==> src/rtl/seq_alu.sv <==
// Multi-cycle ALU feeding the accumulator: registered result/flags plus a one-cycle acc_we strobe.
// Optional iterative MUL on opcode 111 when SEQ_ALU_MUL_EN is defined; otherwise opcode 111 is PASS_B.
module seq_alu #(
    parameter int unsigned WIDTH = 8
) (
    input  logic             clk,
    input  logic             rst,
    input  logic             start,
    input  logic [2:0]       op,
    input  logic [WIDTH-1:0] a,
    input  logic [WIDTH-1:0] b,
    output logic [WIDTH-1:0] result,
    output logic             acc_we,
    output logic             busy,
    output logic             zero,
    output logic             carry
);

    typedef enum logic [1:0] {IDLE, EXEC, DONE} state_t;

    state_t           state_q, state_d;
    logic [WIDTH-1:0] result_q, result_d;
    logic             zero_q, zero_d;
    logic             carry_q, carry_d;

    logic [WIDTH-1:0] alu_res;
    logic             alu_cy;
    logic [WIDTH:0]   ext;

`ifdef SEQ_ALU_MUL_EN
    localparam int unsigned CW = $clog2(WIDTH + 1);

    logic [2*WIDTH-1:0] mcand_q, mcand_d;
    logic [2*WIDTH-1:0] prod_q, prod_d;
    logic [2*WIDTH-1:0] prod_step;
    logic [WIDTH-1:0]   mplr_q, mplr_d;
    logic [CW-1:0]      cnt_q, cnt_d;
`endif

    always_comb begin
        ext     = '0;
        alu_res = '0;
        alu_cy  = 1'b0;
        unique case (op)
            3'b000: begin
                ext     = {1'b0, a} + {1'b0, b};
                alu_res = ext[WIDTH-1:0];
                alu_cy  = ext[WIDTH];
            end
            3'b001: begin
                // Bit WIDTH of the extended difference is the borrow (a < b).
                ext     = {1'b0, a} - {1'b0, b};
                alu_res = ext[WIDTH-1:0];
                alu_cy  = ext[WIDTH];
            end
            3'b010: alu_res = a & b;
            3'b011: alu_res = a | b;
            3'b100: alu_res = a ^ b;
            3'b101: begin
                alu_res = {a[WIDTH-2:0], 1'b0};
                alu_cy  = a[WIDTH-1];
            end
            3'b110: begin
                alu_res = {1'b0, a[WIDTH-1:1]};
                alu_cy  = a[0];
            end
            default: begin
`ifdef SEQ_ALU_MUL_EN
                alu_res = '0;
`else
                alu_res = b;
`endif
            end
        endcase
    end

`ifdef SEQ_ALU_MUL_EN
    assign prod_step = prod_q + (mplr_q[0] ? mcand_q : '0);
`endif

    always_comb begin
        state_d  = state_q;
        result_d = result_q;
        zero_d   = zero_q;
        carry_d  = carry_q;
`ifdef SEQ_ALU_MUL_EN
        mcand_d  = mcand_q;
        mplr_d   = mplr_q;
        prod_d   = prod_q;
        cnt_d    = cnt_q;
`endif
        case (state_q)
            IDLE: begin
                if (start) begin
`ifdef SEQ_ALU_MUL_EN
                    if (op == 3'b111) begin
                        state_d = EXEC;
                        mcand_d = {{WIDTH{1'b0}}, a};
                        mplr_d  = b;
                        prod_d  = '0;
                        cnt_d   = '0;
                    end else begin
                        state_d  = DONE;
                        result_d = alu_res;
                        zero_d   = (alu_res == '0);
                        carry_d  = alu_cy;
                    end
`else
                    state_d  = DONE;
                    result_d = alu_res;
                    zero_d   = (alu_res == '0);
                    carry_d  = alu_cy;
`endif
                end
            end
`ifdef SEQ_ALU_MUL_EN
            EXEC: begin
                // The final step's sum goes straight into result so DONE follows the WIDTH-th step.
                prod_d  = prod_step;
                mcand_d = mcand_q << 1;
                mplr_d  = mplr_q >> 1;
                cnt_d   = cnt_q + 1'b1;
                if (cnt_q == CW'(WIDTH - 1)) begin
                    state_d  = DONE;
                    result_d = prod_step[WIDTH-1:0];
                    zero_d   = (prod_step[WIDTH-1:0] == '0);
                    carry_d  = |prod_step[2*WIDTH-1:WIDTH];
                end
            end
`endif
            DONE:    state_d = IDLE;
            default: state_d = IDLE;
        endcase
    end

    always_ff @(posedge clk or posedge rst) begin
        if (rst) begin
            state_q  <= IDLE;
            result_q <= '0;
            zero_q   <= 1'b0;
            carry_q  <= 1'b0;
        end else begin
            state_q  <= state_d;
            result_q <= result_d;
            zero_q   <= zero_d;
            carry_q  <= carry_d;
        end
    end

`ifdef SEQ_ALU_MUL_EN
    always_ff @(posedge clk or posedge rst) begin
        if (rst) begin
            mcand_q <= '0;
            mplr_q  <= '0;
            prod_q  <= '0;
            cnt_q   <= '0;
        end else begin
            mcand_q <= mcand_d;
            mplr_q  <= mplr_d;
            prod_q  <= prod_d;
            cnt_q   <= cnt_d;
        end
    end
`endif

    assign result = result_q;
    assign zero   = zero_q;
    assign carry  = carry_q;
    assign acc_we = (state_q == DONE);
    assign busy   = (state_q != IDLE);

endmodule

==> config.mk <==
export PLATFORM = sky130hd
export DESIGN_NAME = seq_alu
export DESIGN_NICKNAME = d
export VERILOG_FILES = /design/src/rtl/seq_alu.sv
export SDC_FILE = /design/constraint.sdc
export NUM_CORES = 1
export LEC_CHECK = 0
export ABC_AREA = 1
export CELL_PAD_IN_SITES_DETAIL_PLACEMENT = 0
export CELL_PAD_IN_SITES_GLOBAL_PLACEMENT = 1
export CORE_MARGIN = 2
export CORE_UTILIZATION = 32
export CTS_BUF_LIST = sky130_fd_sc_hd__clkbuf_16
export CTS_CLUSTER_SIZE = 14
export DETAILED_ROUTE_END_ITERATION = 10
export GPL_TIMING_DRIVEN = 1
export PLACE_DENSITY = 0.8
export SLEW_MARGIN = 40
export SYNTH_ARGS = -nofsm -noshare
export SYNTH_HDL_FRONTEND = slang
export SYNTH_SLANG_ARGS = --single-unit
==> constraint.sdc <==
create_clock -name clk -period 1.5 [get_ports clk]
set_input_delay 0.225 -clock clk [delete_from_list [all_inputs] [get_ports clk]]
set_output_delay 0.225 -clock clk [all_outputs]
set_load 0.1 [all_outputs]
Yosys cells after proc, flatten, opt, wreduce, memory -nomap -nowiden
Index checks and enable logic that the tools add are counted.
{"block": "word_totals", "elab_cells": 26, "ff_bits": 12, "out_inout_bits": 12}
{"block": "op_classes", "addsub": 2, "n_mux": 4, "bitwise": 3, "eq_ne": 8, "n_reduce_logical": 5}
{"op": "8-bit case mux with 7 select lines", "count": 1}
{"op": "8-bit by 8-bit adder with 9-bit output", "count": 1}
{"op": "3-bit equality test (second input constant)", "count": 3}
{"op": "8-bit by 8-bit subtractor with 9-bit output", "count": 1}
{"op": "8-bit bitwise AND", "count": 1}
{"op": "8-bit zero test", "count": 1}
{"op": "8-bit bitwise OR", "count": 1}
{"op": "8-bit bitwise XOR", "count": 1}
{"op": "3-bit by 2-bit equality test with 1-bit output (second input constant)", "count": 2}
{"op": "2-bit 2-to-1 mux", "count": 2}
{"op": "1-bit case mux with 4 select lines", "count": 1}
{"op": "3-bit by 1-bit equality test with 1-bit output (second input constant)", "count": 1}
{"op": "3-bit zero test", "count": 1}
{"op": "2-bit equality test (second input constant)", "count": 1}
{"op": "2-bit zero test", "count": 1}
{"op": "2-bit != test (second input constant)", "count": 1}
{"op": "2-bit AND reduction", "count": 1}
{"op": "2-bit nonzero test", "count": 1}

Longest topological paths before layout
Gate-level depths: netlist of the first run.
{"block": "logic_depth", "depth_word": 3, "depth_mapped": 16, "ltp_nobuf": 15}

Worst setup path after synthesis of the first run
OpenSTA, ideal clock, no wires.
{"block": "synth_timing", "path_type": "reg2reg", "from": "reg state_q[1]", "to": "reg result_q[4] (netlist: result[4])", "stages_incl_launch_ff": 5, "setup_time_ns": 0.136, "period_less_slack_ns": 1.846, "n_path_buf": 1, "t_arrival_ns": 1.710, "setup_slack_ns": -0.346, "required_time_ns": 1.364, "path_cell_list": "dfrtp_1 nor2_1 inv_1 clkbuf_1 o21ai_0"}
{"block": "synth_via", "elab_chain_len": 2}
{"item": "start: declaration", "line_no": "21", "text": "state_t state_q, state_d;"}
{"item": "start signal: assignment", "line_no": "143", "text": "state_q <= state_d;"}
{"item": "2-bit zero test", "line_no": "92", "text": "case (state_q)"}
{"item": "2-bit AND reduction (no line)"}
{"item": "end signal: assignment", "line_no": "144", "text": "result_q <= result_d;"}
{"item": "end: declaration", "line_no": "22", "text": "logic [WIDTH-1:0] result_q, result_d;"}
No other way between the ends.
A chain may end at the register's enable or synchronous reset.

Worst setup path in the final report of the first run
{"block": "layout_timing", "from": "in a[0]", "to": "reg zero_q (netlist: zero)"}
{"block": "layout_via", "elab_chain_len": 3}
{"item": "start: declaration", "line_no": "10", "text": "input logic [WIDTH-1:0] a,"}
{"item": "8-bit by 8-bit subtractor with 9-bit output (tied with other cells)", "line_no": "52", "text": "ext = {1'b0, a} - {1'b0, b};"}
{"item": "8-bit case mux with 7 select lines *", "line_no": "44", "text": "unique case (op)"}
{"item": "8-bit zero test *", "line_no": "111", "text": "zero_d = (alu_res == '0);"}
{"item": "end signal: assignment", "line_no": "145", "text": "zero_q <= zero_d;"}
{"item": "end: declaration", "line_no": "23", "text": "logic zero_q, zero_d;"}
Mark *: on every way between the ends. The rest lies on a longest branch, timed or not.

==> results of run 1 <==
-- timing repair --
item	CTS	global route
endpoints found under the setup margin	10	9
pin swaps	40	42
setup buffers	9	11
gates resized for setup	135	65
-- placed cells by master, fill, tap and decap left out, drive strengths merged, types with 2 or more instances in the layout --
master         instances
nand3                 37
ha                    24
dlygate4sd2            2
o22ai                  2
clkdlybuf4s50          2
buf                  108
inv                   61
a21oi                 11
clkbuf                 5
nor2                  32
fa                     2
o21ai                 13
nand4                  7
nand2                105
clkdlybuf4s15          5
dfrtp                 11
-- report_power, final --
part	internal, mW	switching, mW
Sequential	0.345	0.0514
Clock	0.349	0.126
Combinational	0.683	0.931
Total	1.38	1.11
-- layout make-up --
type | instances | area [µm²] | area share (%)
Sequential cell | 11 | 277 | 7.58
Tap cell | 75 | 93.8 | 2.57
Multi-Input combinational cell | 239 | 1790 | 49.2
Clock inverter | 1 | 3.75 | 0.103
Clock buffer | 3 | 75.1 | 2.06
Inverter | 61 | 262 | 7.17
Timing Repair Buffer | 119 | 1140 | 31.4
-- cells by family (layout without fill, tap and decap cells) --
kind of cell / count (synthesis) / in the layout / synth area share, %
xor gates and xnor gates: 1 / 1 / 0.443
adders and majority gates: 26 / 26 / 17.2
buffers and inverters: 70 / 184 / 16.3
AOI/OAI and AO/OA: 29 / 29 / 8.29
and+or+nand+nor: 183 / 183 / 43.8
DFF: 11 / 11 / 13.9
-- registers in the layout, indices dropped and copies added (netlist names) --
signal   flops
state_q      1
carry        1
zero         1
result       8
-- layer usage --
metal,track usage [%],vias to the layer above
li1,-,1228
met1,27.0,1141
met2,37.7,72
met3,2.93,10
met4,5.90,0
met5,0,-
-- path summary, 6_finish.rpt --
| check | from | endpoint | slack [ns] |
|---|---|---|---|
| min in group clk | carry$_DFFE_PP0P_ | carry$_DFFE_PP0P_ | 0.54 |
| max in group asynchronous | rst | state_q[1]$_DFFE_PP0P_ | 0.90 |
| setup reg to reg | state_q[1]$_DFFE_PP0P_ | result[6]$_DFFE_PP0P_ | 0.16 |
| hold / removal | rst | result[4]$_DFFE_PP0P_ | 0.28 |
| hold reg to reg | carry$_DFFE_PP0P_ | carry$_DFFE_PP0P_ | 0.54 |
| setup / recovery | a[0] | zero$_DFFE_PP0P_ | -0.12 |
-- through the flow --
| step | utilization [%] | hold WS [ns] | instance area [µm²] | instances | power, mW |
|---|---|---|---|---|---|
| CTS | 56.7 | 0.290 | 3380 | 498 | 2.37 |
| global placement | 50.4 | 0.530 | 3000 | 485 | 1.74 |
| floorplan | - | 0.0774 | 2020 | 320 | 1.17 |
| detailed placement | 50.4 | 0.527 | 3000 | 485 | 1.75 |
| global route | 61.2 | 0.335 | 3650 | 509 | 2.63 |
| finish | 61.2 | 0.280 | 3650 | 509 | 2.49 |
==> results.txt, run 1 <==
----------------------------------------------------
[Status]
  Status ... complete, but fails checks
  Failing checks ... setup timing

[Logic synthesis]
  Number of register bits inferred by synthesis ... 11
  Synthesized Nets ... between 300 and 400
  Post-synth ARST share ... 100%
  Leading cell type by number of instances after synthesis ... sky130_fd_sc_hd__nand2_1
  Ranking of synthesized cells by instance count ... sky130_fd_sc_hd__nand2_1 (95), sky130_fd_sc_hd__inv_1 (54), sky130_fd_sc_hd__nand3_1 (33)
  Dominant register cell in the synthesized netlist ... sky130_fd_sc_hd__dfrtp_1
  Warnings, synthesis ... 0
  Fraction of post-synthesis cell area in the top cell type by area ... a little under a fifth
  Netlist area before placement ... 1980 µm²
  Cell types occupying the most area after synthesis ... sky130_fd_sc_hd__nand2_1 (18%), sky130_fd_sc_hd__ha_1 (15%), sky130_fd_sc_hd__dfrtp_1 (14%)
  Synth Instances ... 320
  Number of enable flip-flop cells after synthesis ... 0
  Average size of a mapped cell ... just over 6 µm²
  Library cell occupying the most area in the post-synthesis netlist ... sky130_fd_sc_hd__nand2_1
  Cell variety after synth ... 33
  Sequential cell area fraction in the yosys report ... ~14%

[Worst setup path]
  Critical path's largest stage delay ... roughly 0.38 ns
  Cell type with the highest occurrence count on the critical path ... sky130_fd_sc_hd__nand2_1
  Critical Path, Cell by Cell ... buf_8, inv_4, ha_4, inv_2, fa_2, nand2_4, nand3_4, nand2_1, nand2_1, nand3_2, nand3_2, nand2_2, nand2_1, nor2_2, nand3_1, nand2_1
  Count of buffering cells on the critical path with inverters included ... 3
  Data required time of the worst path ... ~1.7 ns
  Worst R2R Path Depth ... 5
  Kind of cell adding the most delay to the critical path ... simple AND/OR/NAND/NOR gates
  Max FO, Critical Path ... 3
  Startpoint kind of the worst setup timing path ... input pin
  Endpoint arrival time on the critical path ... around 1.8 ns
  Levels on crit path ... 16
  Cell with the largest stage delay on the worst path ... sky130_fd_sc_hd__fa_2
  Kind of end point of the critical path ... flop
  WS Path Type ... input pin to flop

[Floorplan]
  Row count ... 28
  Die Outline Area ... just under 7000 µm²
  Die Ht ... ~83 µm
  Total core area ... 5960 µm²
  Count of pins on the block boundary ... 34
  Starting Density ... 33.2%
  Chip width ... 82.6 µm

[STA]
  Post-Route Setup TNS ... -0.132 ns
  Final setup vio count ... 2
  Remaining max-slew budget at the tightest pin ... a little over two thirds
  Unrepaired setup endpoints after global routing ... yes
  Slew at the pin with the worst max-slew slack ... about 0.45 ns
  Upper clock frequency limit ... 0.618 GHz
  Final Max Tran Viols ... 0
  Final count of hold timing violations ... 0
  Worst clock skew on the final layout ... 0.00181 ns
  Worst path setup slack after routing ... -0.119 ns
  Period utilisation layout ... 108%
  Tmin final ... between 1.5 and 2 ns

[Place]
  Port Buffer Count ... 33
  Final GP Congestion ... 0.936
  Setup slack at placement ... -0.922 ns
  HPWL Detailed ... ~5400 µm

[Route]
  Post-route antenna net violation count ... 0
  Average routed wire per standard cell ... between 10 and 15 µm
  WL met1 ... 3070 µm
  Vias ... between 2,000 and 2,500
  Iteration-0 DRC Markers ... between 100 and 150
  Top Metal Used ... met4
  First-pass detailed-route iteration total ... 4
  Remaining routing DRC violations ... 0
  Number of vias per cell ... just under 5
  Wire length on met3 ... 334 µm
  WL met2 ... roughly 3700 µm
  Detailed-route wire length ... just over 7000 µm

[Run]
  # Max-Cap Violations ... 0

[Finish]
  Relative area change from synthesis to final layout ... 84.4%
  Net count of the finished layout ... ~480
  Number of antenna diodes ... 0
  # fillers ... 540
  Fraction of layout cells with a size suffix above 1 ... between 50% and 60%

[Hold path]
  Hold Path Class ... input pin to asynchronous set/reset pin

[Global route]
  Pin count of the biggest net entering global routing ... 15
  Overflow left after global routing ... 0
  Wire length of the first global-routing pass ... around 11,000 µm
  Number of global-route vias before repair ... between 2,000 and 2,500
  Global-route usage over all layers ... 21.3%
  Antenna violations before repair ... 0

[Clock network]
  Max Root-Sink Buffers ... 2
  Number of buffers added by the clock tree synthesis step ... 3
  Clock slew at reported path FFs ... ~0.04 ns
  CTS tree ... yes
  Number of buffers inserted by hold repair at cts ... 0
  H-tree lvl count ... 1
  Root cell of the clock tree ... sky130_fd_sc_hd__clkbuf_16
  Clock insertion delay at the later pin of the skew report ... 0.24 ns
  Sinks on the clock net ... 11

[Power]
  Leakage power ... roughly 1.8 nW
  Maximum ir drop on the vdd rail ... 0.749 mV
  Pwr dens ... 681 nW/µm²

----------------------------------------------------
(Power assumes the default switching activity.)
==> run 2, diff against run 1 <==
Settings changed: CORE_MARGIN 2 to not set, CTS_CLUSTER_SIZE 14 to 25, PLACE_DENSITY 0.8 to not set, PLACE_DENSITY_LB_ADDON set to 0.1.
==> run 2 against run 1 <==
Critical path depth did not move. Fmax rose by 5.0%. Non-clock buffer count fell by 12. Combinational power barely moved. Cell count fell by 2.4%. Register-to-register slack barely moved. Global-route usage rose by 1.3 points. The flow still finishes with violations (setup timing). Routed wire length fell by 2.7%. Utilization fell by 1.3 points. First-iteration DRC count rose by 33%. Via count fell by 3.8%. Largest power group unchanged. Die area fell by 4.8%.
==> results.txt, run 2 (synthesis gave the netlist of run 1 again) <==
----------------------------------------------------
[Status]
  Status ... complete, but fails checks
  Failing checks ... setup timing

[Worst setup path]
  R2r setup slk ... 0.17 ns (about the same)
  WS Path Type ... input pin to flop
  Kind of end point of the critical path ... flop
  Startpoint kind of the worst setup timing path ... input pin
  Max FO, Critical Path ... 3 (unchanged)
  Endpoint of the lowest-slack register-to-register path ... zero$_DFFE_PP0P_
  Worst setup path endpoint ... zero$_DFFE_PP0P_
  Endpoint arrival time on the critical path ... 1.72 ns (-0.07 ns)
  Origin of the critical flop-to-flop path ... state_q[1]$_DFFE_PP0P_
  Start point of the critical path ... a[0]
  Data required time of the worst path ... 1.68 ns (about the same)
  Worst R2R Path Depth ... 7 (+2)

[Route]
  Iteration-0 DRC Markers ... 138 (+33%)
  Vias ... 2,358 (-3.8%)
  Number of vias per cell ... 4.74 (-1.5%)
  Detailed-route wire length ... 6990 µm (-2.7%)
  First-pass detailed-route iteration total ... 4 (unchanged)
  Remaining routing DRC violations ... 0 (unchanged)
  Post-route antenna net violation count ... 0 (unchanged)
  Average routed wire per standard cell ... 14.1 µm (-0.38%)

[STA]
  Unrepaired setup endpoints after global routing ... yes
  Tmin final ... 1.54 ns (-0.0771 ns)
  Post-Route Setup TNS ... -0.0575 ns (+0.0748 ns)
  Worst clock skew on the final layout ... 0.00378 ns (+0.00197 ns)
  Final hold slack ... 0.274 ns (-0.00562 ns)
  Final Max Tran Viols ... 0 (unchanged)
  Upper clock frequency limit ... 0.649 GHz (+5.0%)
  Remaining max-slew budget at the tightest pin ... 72.7% (+2.8 points)
  Period utilisation layout ... 103% (-5.1 points)
  Final setup vio count ... 2 (unchanged)
  Worst path setup slack after routing ... -0.0415 ns (+0.0771 ns)
  Final count of hold timing violations ... 0 (unchanged)
  Slew at the pin with the worst max-slew slack ... 0.410 ns (-0.0425 ns)

[Place]
  Cell count after placement ... 486 (+0.21%)
  Port Buffer Count ... 33 (unchanged)
  Final GP Congestion ... 0.925 (-1.2%)
  HPWL Detailed ... 5660 µm (+4.6%)

[Power]
  Portion of total power attributed to sequential cells ... 16.1% (+0.2 points)
  Part of the power in the clock network ... 19.8% (+0.7 points)
  Leakage power ... 1.77 nW (-3.1%)
  Maximum ir drop on the vdd rail ... 0.807 mV (+7.8%)
  Switch Pwr ... 1.11 mW (-0.29%)
  Sw frac ... 44.7% (+0.11 points)
  Combinational share of power ... 64.1% (-0.8 points)
  Cell internal pwr ... 1.37 mW (-0.74%)
  Pwr dens ... 693 nW/µm² (+1.7%)

[Floorplan]
  Row count ... 28 (unchanged)
  Total core area ... 5960 µm² (unchanged)
  Count of pins on the block boundary ... 34 (unchanged)
  Die Ht ... 80.6 µm (-2.4%)
  Chip width ... 80.6 µm (-2.4%)
  Starting Density ... 33.2% (unchanged)
  Die Outline Area ... 6500 µm² (-4.8%)

[Finish]
  Number of antenna diodes ... 0 (unchanged)
  Final core utilization ... 59.9% (-1.3 points)
  Commonest cells after routing, fill and taps aside ... sky130_fd_sc_hd__nand2_1 (70), sky130_fd_sc_hd__buf_4 (59), sky130_fd_sc_hd__inv_1 (32)
  Net count of the finished layout ... 471 (-2.5%)
  Relative area change from synthesis to final layout ... 80.3%
  Max FFs per register ... 8 (unchanged)
  Most common cell after layout, fill and taps aside ... sky130_fd_sc_hd__nand2_1
  Fraction of layout cells with a size suffix above 1 ... 55.0% (-0.32 points)
  Number of cells in the finished layout apart from fillers ... 497 (-2.4%)

[Global route]
  Number of global-route vias before repair ... 2,318 (-5.7%)
  Wire length of the first global-routing pass ... 11,000 µm (-1.2%)
  Pin count of the biggest net entering global routing ... 15 (unchanged)
  Antenna violations before repair ... 0 (unchanged)
  Global-route usage over all layers ... 22.6% (+1.3 points)
  Overflow left after global routing ... 0 (unchanged)

[Clock network]
  Clock slew at reported path FFs ... 0.04 ns (about the same)
  Clock insertion delay at the later pin of the skew report ... 0.24 ns (about the same)
  Root cell of the clock tree ... sky130_fd_sc_hd__clkbuf_16
  Number of buffers added by the clock tree synthesis step ... 3 (unchanged)
  Max Root-Sink Buffers ... 2 (unchanged)
  H-tree lvl count ... 1 (unchanged)
  CTS tree ... yes
  Sinks on the clock net ... 11 (unchanged)

[Run]
  # Max-Cap Violations ... 0 (unchanged)

[Hold path]
  Hold Path Class ... input pin to asynchronous set/reset pin

----------------------------------------------------
## run 2: cell types whose count changed in the layout (fill, tap and decap cells not counted), moves of 4 or more
cell                              change
sky130_fd_sc_hd__buf_4               -16
sky130_fd_sc_hd__nand2_2              +7
sky130_fd_sc_hd__clkbuf_2             +5
sky130_fd_sc_hd__a21oi_2              +4
sky130_fd_sc_hd__buf_6                -4
sky130_fd_sc_hd__clkdlybuf4s15_1      -4
sky130_fd_sc_hd__ha_2                 -4
sky130_fd_sc_hd__nand2_4              -4
## run 2: worst min-delay path by stage
stage	end	slack (ns)	cells after the start
5_1_grt	result[0]$_DFFE_PP0P_	0.31	2
3_3_place_gp	carry$_DFFE_PP0P_	0.53	2
3_5_place_dp	result[5]$_DFFE_PP0P_	0.53	2
4_1_cts	result[1]$_DFFE_PP0P_	0.29	2
6_report	result[0]$_DFFE_PP0P_	0.27	2
2_1_floorplan	carry$_DFFE_PP0P_	0.08	1
## run 2: routing by layer
layer  vias up  routed length [µm]  global-route usage (%)  part of all wire [%]
li1       1202                   -                       -                     -
met1      1085                3080                    28.2                    44
met2        55                3430                    39.6                    49
met3        16                 264                    1.70                   3.8
met4         0                 214                    9.64                   3.1
met5         -                   0                       0                     0
## run 2: power groups by stage
stage	combinational (mW)	sequential, mW	clock [mW]
2_1_floorplan	0.458	0.713	0
3_3_place_gp	1.36	0.403	0
3_5_place_dp	1.36	0.404	0
4_1_cts	1.52	0.400	0.495
5_1_grt	1.68	0.406	0.517
6_report	1.58	0.399	0.488
## run 2: worst max-delay path, stage by stage
cell	delay (ns)
sky130_fd_sc_hd__buf_8	0.11
sky130_fd_sc_hd__inv_4	0.05
sky130_fd_sc_hd__ha_4	0.12
sky130_fd_sc_hd__inv_4	0.04
sky130_fd_sc_hd__fa_2	0.36
sky130_fd_sc_hd__nand2_2	0.10
sky130_fd_sc_hd__nand3_4	0.10
sky130_fd_sc_hd__nand2_1	0.07
sky130_fd_sc_hd__nand2_1	0.06
sky130_fd_sc_hd__nand3_2	0.07
sky130_fd_sc_hd__nand3_2	0.07
sky130_fd_sc_hd__nand2_2	0.08
sky130_fd_sc_hd__nand2_1	0.05
sky130_fd_sc_hd__nor2_1	0.08
sky130_fd_sc_hd__nand3_1	0.08
sky130_fd_sc_hd__nand2_1	0.07
## run 2: through the flow
stage               setup slack [ns]  instance area (µm²)  power [mW]
floorplan                    -0.0681                 2020        1.17
global placement              -0.830                 3050        1.76
detailed placement            -0.870                 3050        1.77
CTS                          -0.0736                 3460        2.41
global route                  -0.171                 3570        2.60
finish                       -0.0415                 3570        2.47
## run 2: area by class of cell
| cell class | instances | area, µm² |
|---|---|---|
| fill | 564 | 2390 |
| inverter | 61 | 251 |
| timing repair buffer | 107 | 1070 |
| clock buffer | 3 | 75.1 |
| sequential | 11 | 277 |
| clock inverter | 1 | 5.00 |
| multi-input combinational | 239 | 1790 |
| tap | 75 | 93.8 |
## run 2: timing repair
action                     CTS  global route
setup endpoints to repair   10             9
pin swaps                   44            29
buffers inserted             3             3
resized for setup          143            47
hold buffers                 0             0
cloned                       1             0
